`config.mk`:
```
export PLATFORM = sky130hd
export DESIGN_NAME = bin2bcd_scan
export DESIGN_NICKNAME = d
export VERILOG_FILES = /design/src/rtl/bcd_pkg.sv /design/src/rtl/seg7_dec.sv /design/src/rtl/bin2bcd_scan.sv
export SDC_FILE = /design/constraint.sdc
export NUM_CORES = 1
export LEC_CHECK = 0
export CORE_UTILIZATION = 50
export DETAILED_ROUTE_END_ITERATION = 12
export PLACE_DENSITY = 0.72
export SLEW_MARGIN = 20
export SYNTH_ARGS = -nofsm -noshare
export SYNTH_HDL_FRONTEND = slang
export SYNTH_SLANG_ARGS = --single-unit
export TNS_END_PERCENT = 10
```
`constraint.sdc`:
```
create_clock -name clk -period 2.6 [get_ports clk]
set_input_delay 0.39 -clock clk [delete_from_list [all_inputs] [get_ports clk]]
set_output_delay 0.39 -clock clk [all_outputs]
set_load 0.02 [all_outputs]
```
`src/rtl/bcd_pkg.sv`:
```
// Shared definitions for the binary-to-BCD converter and its display scanner.
// Holds the FSM encoding, the saturation value, the segment patterns and the double-dabble adjust step.
package bcd_pkg;

    typedef enum logic [1:0] {
        ST_IDLE  = 2'd0,
        ST_SHIFT = 2'd1,
        ST_DONE  = 2'd2
    } state_t;

    localparam logic [9:0]  MAX_VAL   = 10'd999;
    localparam logic [11:0] BCD_SAT   = 12'h999;
    localparam logic [3:0]  LAST_ITER = 4'd9;

    // Segment order {a,b,c,d,e,f,g}, active high.
    localparam logic [6:0] SEG_0     = 7'b1111110;
    localparam logic [6:0] SEG_1     = 7'b0110000;
    localparam logic [6:0] SEG_2     = 7'b1101101;
    localparam logic [6:0] SEG_3     = 7'b1111001;
    localparam logic [6:0] SEG_4     = 7'b0110011;
    localparam logic [6:0] SEG_5     = 7'b1011011;
    localparam logic [6:0] SEG_6     = 7'b1011111;
    localparam logic [6:0] SEG_7     = 7'b1110000;
    localparam logic [6:0] SEG_8     = 7'b1111111;
    localparam logic [6:0] SEG_9     = 7'b1111011;
    localparam logic [6:0] SEG_BLANK = 7'b0000000;

    function automatic logic [11:0] dabble_adj(input logic [11:0] work);
        logic [11:0] adj;
        adj = work;
        for (int i = 0; i < 3; i++) begin
            if (work[i*4 +: 4] >= 4'd5) begin
                adj[i*4 +: 4] = work[i*4 +: 4] + 4'd3;
            end
        end
        return adj;
    endfunction

endpackage

```
`src/rtl/seg7_dec.sv`:
```
// Seven-segment decoder for one BCD digit; non-decimal codes blank the digit.
// Latency: purely combinational. Backpressure: none.
// Output order {a,b,c,d,e,f,g}.
module seg7_dec
    import bcd_pkg::*;
(
    input  logic [3:0] i_digit,
    output logic [6:0] o_seg
);

    always_comb begin
        o_seg = SEG_BLANK;
        case (i_digit)
            4'd0:    o_seg = SEG_0;
            4'd1:    o_seg = SEG_1;
            4'd2:    o_seg = SEG_2;
            4'd3:    o_seg = SEG_3;
            4'd4:    o_seg = SEG_4;
            4'd5:    o_seg = SEG_5;
            4'd6:    o_seg = SEG_6;
            4'd7:    o_seg = SEG_7;
            4'd8:    o_seg = SEG_8;
            4'd9:    o_seg = SEG_9;
            default: o_seg = SEG_BLANK;
        endcase
    end

endmodule

```
`src/rtl/bin2bcd_scan.sv`:
```
// Double-dabble binary-to-BCD converter driving a 3-digit multiplexed 7-segment display.
// Latency: load accepted at edge N -> done/bcd valid after edge N+11; display scans continuously.
// Backpressure: load is dropped while busy; no queueing.
module bin2bcd_scan
    import bcd_pkg::*;
#(
    parameter int unsigned SCAN_DIV = 4
) (
    input  logic        clk,
    input  logic        rst,
    input  logic [9:0]  cnt_in,
    input  logic        load,
    output logic        busy,
    output logic        done,
    output logic [11:0] bcd,
    output logic        err,
    output logic [6:0]  seg,
    output logic [2:0]  an
);

    localparam logic [15:0] PRE_LAST = 16'(SCAN_DIV - 1);

    state_t      r_state;
    state_t      w_next;
    logic        w_accept;
    logic        w_shift;
    logic        w_last;

    logic [9:0]  r_bin;
    logic [11:0] r_work;
    logic [3:0]  r_iter;
    logic        r_ovf;
    logic [11:0] r_bcd;
    logic        r_err;
    logic        r_done;
    logic [11:0] w_adj;

    logic [15:0] r_pre;
    logic [1:0]  r_dig;
    logic [2:0]  r_an;
    logic [6:0]  r_seg;
    logic        w_wrap;
    logic [3:0]  w_nib;
    logic [2:0]  w_an_sel;
    logic [6:0]  w_seg;

    always_ff @(posedge clk) begin
        if (!rst) begin
            r_state <= ST_IDLE;
        end else begin
            r_state <= w_next;
        end
    end

    always_comb begin
        w_next   = r_state;
        w_accept = 1'b0;
        w_shift  = 1'b0;
        w_last   = 1'b0;
        case (r_state)
            ST_IDLE: begin
                if (load) begin
                    w_accept = 1'b1;
                    w_next   = ST_SHIFT;
                end
            end
            ST_SHIFT: begin
                w_shift = 1'b1;
                if (r_iter == LAST_ITER) begin
                    w_next = ST_DONE;
                end
            end
            ST_DONE: begin
                w_last = 1'b1;
                w_next = ST_IDLE;
            end
            default: w_next = ST_IDLE;
        endcase
    end

    assign w_adj = dabble_adj(r_work);

    always_ff @(posedge clk) begin
        if (!rst) begin
            r_bin  <= '0;
            r_work <= '0;
            r_iter <= '0;
            r_ovf  <= 1'b0;
            r_bcd  <= '0;
            r_err  <= 1'b0;
            r_done <= 1'b0;
        end else begin
            r_done <= w_last;
            if (w_accept) begin
                r_bin  <= cnt_in;
                r_work <= '0;
                r_iter <= '0;
                r_ovf  <= (cnt_in > MAX_VAL);
            end else if (w_shift) begin
                // A carry out of the hundreds digit can only come from an input above 999.
                r_work <= {w_adj[10:0], r_bin[9]};
                r_bin  <= {r_bin[8:0], 1'b0};
                r_iter <= r_iter + 4'd1;
                r_ovf  <= r_ovf | w_adj[11];
            end
            if (w_last) begin
                r_bcd <= r_ovf ? BCD_SAT : r_work;
                r_err <= r_ovf;
            end
        end
    end

    assign w_wrap = (r_pre == PRE_LAST);

    always_comb begin
        w_nib    = r_bcd[11:8];
        w_an_sel = 3'b100;
        case (r_dig)
            2'd0: begin
                w_nib    = r_bcd[3:0];
                w_an_sel = 3'b001;
            end
            2'd1: begin
                w_nib    = r_bcd[7:4];
                w_an_sel = 3'b010;
            end
            default: begin
                w_nib    = r_bcd[11:8];
                w_an_sel = 3'b100;
            end
        endcase
    end

    seg7_dec u_seg7_dec (
        .i_digit (w_nib),
        .o_seg   (w_seg)
    );

    // an and seg are both registered from the same index so they always switch together.
    always_ff @(posedge clk) begin
        if (!rst) begin
            r_pre <= '0;
            r_dig <= '0;
            r_an  <= 3'b001;
            r_seg <= SEG_0;
        end else begin
            r_pre <= w_wrap ? 16'd0 : r_pre + 16'd1;
            if (w_wrap) begin
                r_dig <= (r_dig == 2'd2) ? 2'd0 : r_dig + 2'd1;
            end
            r_an  <= w_an_sel;
            r_seg <= w_seg;
        end
    end

    assign busy = (r_state != ST_IDLE);
    assign done = r_done;
    assign bcd  = r_bcd;
    assign err  = r_err;
    assign seg  = r_seg;
    assign an   = r_an;

endmodule

```
==> metrics.txt, run 1 <==
CTS buffer count 9; crit path time final 2.11 ns; drt initial violations between 200 and 250; chip width 82.1 µm; mux contribution to synthesized area roughly 4.6%; EDFF count, synth 0; clock skew 0.0143 ns; worst hold path type register to register; clk slew on worst S/H paths ~0.08 ns; cell row count 28; Die Ht a little over 80 µm; clock tree buffer depth 2; vias per inst roughly 5.4; post-detail-place hpwl 4.62 mm; Final TNS setup 0 ns; unrepaired setup endpoints after global routing false; Synth area leaders dfxtp_1, ha_1, a21oi_1; total core area ~0.0061 mm²; worst skew pair latency 0.35 ns; Mean Syn Cell Area 8.62 µm²; DRC viols 0; worst r2r src r_dig[0]; post-synth top area share between 40% and 50%; GP Congestion between 0.7 and 0.8; maximum vdd drop 0.000445 V; DRT Pass-1 Iters 4; Arr. time, crit path 2.36 ns; Inserted Diodes 0; Async S/R FF share, synth 0%; pin count of the biggest net entering global routing 23; reg2reg end seg[0]; Ports 38; crit path max-delay cell type dfxtp_1; fmax ~470 MHz; global-route wire length before repair ~11 mm; die area roughly 0.0067 mm²; fillcell total ~510; CTS Sinks 71; share of cells above drive strength 1 8.43%; final hold viol count 0; syn_nets 400; area share of fa/ha/maj cells after synthesis under 10%; placed instance area around 0.0037 mm²; critical path capture point seg[0]; Hold Buf Count CTS 0; Tightest Pin Transition roughly 0.74 ns; Crit Path Max Fanout 8; final instance area approximately 0.0039 mm²; Vias between 2000 and 3000; sequential area share after synthesis approximately 44%; initial antenna violation count 0; Main synth FF type dfxtp_1; area leader, netlist dfxtp_1; DR WL/cell around 13 µm; Post-CTS Setup Inserts 0; outcome completed; Cell Area, Synth between 0.003 and 0.004 mm²; simple-gate share of the synthesized area between 20% and 30%; root buffer cell clkbuf_8; Post-Synth XOR/XNOR Area under 10%; FF+latch count, synth ~70; library cells used by synthesis 47; Reg2Reg Depth 8; Critical Path End Type register; TritonCTS clock tree done; max incr delay on CP 0.51 ns; P_leak about 1.4 nW; Multi-input gate area ~0.0017 mm²; GR Util All Layers 21.3%; Area growth syn-to-layout 21.6%; # Max-Cap Violations 0; synth warn 0; nets@finish around 440; Final setup viols 0; antenna viol nets, final 0; effective utilization at floorplan a little over half; Worst setup SP type register; Overall Power between 2 and 2.5 mW; Seq. cell area 0.00142 mm²; Resize count post-CTS 0; Slew HR about 50%; I/O Buffers 37; combinational family with the most area after synthesis simple AND/OR/NAND/NOR gates; Worst Path Class, Setup register to register; htree depth 3; crit-path cells mux2_2 -> mux2i_1 -> buf_4 -> inv_1 -> ha_1 -> a21oi_1 -> o211ai_1 -> o31ai_1; vias in the first global route 2345; compound-gate portion of the synthesized area ~14%; Final period util between 80% and 90%; Core Util, Final about 64%; total grt overflow 0; Slew Limit Fails 0; CP Launch Point r_dig[0]; PD cells 599 mW/mm²; drt total wl between 6 and 7 mm; Worst R2R Setup Slack 0.49 ns; Worst Path Required around 2.9 ns; Post-Syn Instances 372
-- power breakdown --
part           leakage, nW  switching (mW)  internal (mW)
combinational        0.750          0.0781         0.0600
sequential           0.575          0.0193           1.11
clock                0.120           0.429          0.640
total                 1.44           0.526           1.81
-- kinds of logic after synthesis --
kind of cell,Yosys count
and+or+nand+nor,147
AOI/OAI and AO/OA,75
DFF,71
buffers and inverters,33
xor gates and xnor gates,18
adders and majority gates,15
muxes,13
-- worst min path at each step --
| stage | startpoint | slack, ns | cells past startpoint | end |
|---|---|---|---|---|
| floorplan | r_pre[0] | 0.43 | 1 | r_pre[0] |
| global route | r_bin[9] | 0.48 | 2 | r_bin[9] |
| detailed placement | r_bin[9] | 0.45 | 2 | r_bin[9] |
| finish | r_bin[9] | 0.45 | 2 | r_bin[9] |
| CTS | r_bin[9] | 0.45 | 2 | r_bin[9] |
| global placement | r_bin[3] | 0.44 | 2 | r_bin[3] |
-- metrics by stage --
stage          setup slack, ns  hold slack (ns)  cells
3_3_place_gp             0.572            0.443    474
4_1_cts                  0.498            0.455    490
5_1_grt                  0.368            0.479    490
2_1_floorplan            0.671            0.430    372
3_5_place_dp             0.520            0.447    474
6_report                 0.488            0.455    490
-- area by class of cell --
cell class              instances  area share, %
clock buffers                   9           3.17
clock inverters                 7           3.08
inverters                      15           1.44
multi-input cells             268           42.4
flip-flops and latches         71           36.4
well taps                      75           2.40
repair buffers                 45           11.0
-- state kept, by name, indices dropped and copies added, names as in the netlist --
register,cells
an,3
bcd,12
done,1
err,1
r_bin,10
r_dig,2
r_iter,4
r_ovf,1
r_pre,16
r_state,2
r_work,12
seg,7
-- Yosys cell counts (3+ instances only) --
library cell	number
a21oi_1	33
a22oi_1	8
a311oi_1	3
a31oi_1	6
buf_2	5
clkbuf_1	12
dfxtp_1	71
ha_1	15
inv_1	13
mux2_2	4
mux2i_1	8
nand2_1	40
nand2b_1	6
nand3_1	19
nand4_1	8
nor2_1	33
nor2b_1	3
nor3_1	10
o21ai_0	15
or3_1	10
xnor2_1	6
xor2_1	12
-- cells in the final DEF, fill, tap and decap left out, drive strengths merged, types with 8 or more instances in the layout --
| cell type | count |
|---|---|
| a21oi | 33 |
| a22oi | 8 |
| buf | 8 |
| clkbuf | 9 |
| clkdlybuf4s50 | 37 |
| dfxtp | 71 |
| ha | 15 |
| inv | 15 |
| mux2i | 9 |
| nand2 | 40 |
| nand3 | 20 |
| nand4 | 8 |
| nor2 | 33 |
| nor3 | 10 |
| o21ai | 16 |
| or3 | 11 |
| xor2 | 12 |
-- routing by layer --
metal / wire length [µm] / up-vias / GRT usage, %
li1: - / 1377 / -
met1: 3330 / 1230 / 30.1
met2: 2880 / 56 / 31.5
met3: 281 / 5 / 6.04
met4: 43 / 0 / 5.79
met5: 0 / - / 0
-- critical path: cells and delay by family (launching register included) --
| kind | cells | cell delay (ns) |
|---|---|---|
| buf+inv | 2 | 0.23 |
| flops | 1 | 0.51 |
| compound gates | 3 | 0.52 |
| mux | 2 | 0.53 |
| fa+ha+maj | 1 | 0.23 |
No activity file was read; power rests on OpenSTA's default activity.
==> run 2, diff against run 1 <==
==> constraint.sdc (replaced) <==
create_clock -name clk -period 2 [get_ports clk]
set_input_delay 0.3 -clock clk [delete_from_list [all_inputs] [get_ports clk]]
set_output_delay 0.3 -clock clk [all_outputs]
set_load 0.02 [all_outputs]
==> run 2 against run 1 <==
Compared with the run above:
- worst setup slack worse by 0.38 ns
- sequential share of layout area down 0.17 points
- clock power is 11% higher
- die area stayed put
- first-iteration DRC count is 15% lower
- cell count increased by 1.4%
- core utilization grew 0.35 points
- worst hold slack gained 0.0042 ns
- critical path type unchanged
- largest cell class unchanged
- largest power group unchanged
==> metrics.txt, run 2 (same netlist as run 1, synthesis figures left out) <==
outcome completed; cell row count 28 (unchanged); Top delay family on crit path multiplexers; initial antenna violation count 0 (unchanged); vias per inst 5.47 (+0.51%); # Max-Cap Violations 0 (unchanged); max incr delay on CP 0.41 ns (-0.10 ns); nets@finish 445 (+1.6%); P_leak 1.46 nW (+0.90%); unrepaired setup endpoints after global routing false; CTS Sinks 71 (unchanged); Worst R2R Setup Slack 0.11 ns (-0.38 ns); pin count of the biggest net entering global routing 26 (+13%); Die Ht 82.1 µm (unchanged); top sig layer met4; DRT Pass-1 Iters 4 (unchanged); Ports 38 (unchanged); worst hold path depth 2 (unchanged); DR WL met2 3.08 mm (+7.0%); drt initial violations 175 (-15%); worst skew pair latency 0.34 ns (about the same); root buffer cell clkbuf_8; Inserted Diodes 0 (unchanged); final hold viol count 0 (unchanged); Post-CTS Setup Inserts 0 (unchanged); Tightest Pin Transition 0.654 ns (-0.0910 ns); Critical Path End Type register; Worst Path Class, Setup register to register; Multi-input gate area 0.00166 mm² (+0.23%); chip width 82.1 µm (unchanged); fillcell total 543 (+5.8%); I/O Buffers 37 (unchanged); Core Util, Final 64.7% (+0.35 points); GR Util All Layers 22.9% (+1.6 points); crit-path cells mux2_2 -> mux2i_1 -> inv_1 -> ha_1 -> a21oi_1 -> o211ai_1 -> o31ai_1; crit path max-delay cell type dfxtp_2; drt total wl 6.84 mm (+4.8%); TritonCTS clock tree done; final hold slack 0.459 ns (+0.00416 ns); met3 routed WL 257 µm (-8.5%); worst r2r src r_dig[0]; Biggest register r_pre; fmax 530 MHz (+12%); total core area 0.00606 mm² (unchanged); maximum vdd drop 0.000466 V (+4.5%); WP buf/inv 1 (-1); M1 WL 3.41 mm (+2.6%); worst hold path type register to register; GP Congestion 0.811 (+4.9%); WP depth 7 (-1); crit path time final 1.89 ns (-0.224 ns); vias in the first global route 2589 (+10%); Final period util 94.4% (+13 points); clock skew 0.00910 ns (-0.00523 ns); effective utilization at floorplan 52.9% (unchanged); Hold Path Origin r_bin[5]; share of cells above drive strength 1 10.4% (+2.0 points); Worst Path Required 2.25 ns (-0.60 ns); clock tree buffer depth 2 (unchanged); Final TNS setup 0 ns (unchanged); htree depth 3 (unchanged); commonest non-fill, non-tap cell in the layout dfxtp_1; commonest non-fill, non-tap cells in the layout dfxtp_1, nand2_1, clkdlybuf4s50_1, a21oi_1, nor2_1; DR WL/cell 13.8 µm (+3.3%); global-route wire length before repair 11.7 mm (+7.5%); PD cells 726 mW/mm² (+21%); clk slew on worst S/H paths 0.08 ns (about the same); Reg2Reg Depth 7 (-1); Arr. time, crit path 2.14 ns (-0.22 ns); Final setup viols 0 (unchanged); Crit Path Max Fanout 8 (unchanged); total grt overflow 0 (unchanged); CTS buffer count 9 (unchanged); reg2reg end seg[0]; Area growth syn-to-layout 22.3%; antenna viol nets, final 0 (unchanged); die area 0.00674 mm² (unchanged); Slew Limit Fails 0 (unchanged); DRC viols 0 (unchanged); max reg flops 16 (unchanged); Worst Hold Path EP r_bin[5]; Seq. cell area 0.00142 mm² (about the same); Slew HR 56.1% (+5.8 points); Hold Buf Count CTS 0 (unchanged); post-detail-place hpwl 4.85 mm (+5.0%); Worst setup SP type register; Vias 2720 (+1.9%)
## run 2: layout make-up
type,instances,area share (%)
Multi-Input combinational cell,268,42.3
Tap cell,75,2.39
Sequential cell,71,36.3
Clock inverter,5,1.43
Inverter,15,1.43
Clock buffer,11,3.86
Timing Repair Buffer,52,12.3
## run 2: per-stage QoR
step	setup slack [ns]	instances	area (µm²)	total power, mW
floorplan	0.0711	372	3210	1.61
global placement	0.219	481	3710	1.69
detailed placement	0.0852	481	3710	1.69
CTS	0.0478	497	3920	2.88
global route	0.000987	497	3920	2.96
finish	0.112	497	3920	2.85
## run 2: worst max path at each step
stage             start      to  slack, ns
6_report       r_dig[0]  seg[0]       0.11
5_1_grt        r_dig[0]  seg[0]      0.001
4_1_cts        r_dig[0]  seg[0]       0.05
3_5_place_dp   r_dig[0]  seg[0]       0.09
3_3_place_gp   r_dig[0]  seg[0]       0.22
2_1_floorplan  r_dig[0]  seg[0]       0.07
## run 2: repair_timing
item,4_1_cts,5_1_grt
hold endpoints to repair,0,0
endpoints found under the setup margin,0,1
gates resized for setup,0,2
## run 2: worst min-delay path, stage by stage (launching register included)
cell     delay, ns
dfxtp_1       0.31
nand2_1       0.05
a21oi_1       0.05
## run 2: where the power goes
| group | switching [mW] | internal, mW |
|---|---|---|
| registers | 0.0249 | 1.44 |
| logic | 0.106 | 0.0895 |
| clock network | 0.546 | 0.642 |
| total | 0.676 | 2.17 |
## run 2: routing by layer
layer / vias to the layer above / global-route usage (%)
li1: 1389 / -
met1: 1270 / 30.6
met2: 52 / 35.5
met3: 9 / 6.81
met4: 0 / 7.02
met5: - / 0
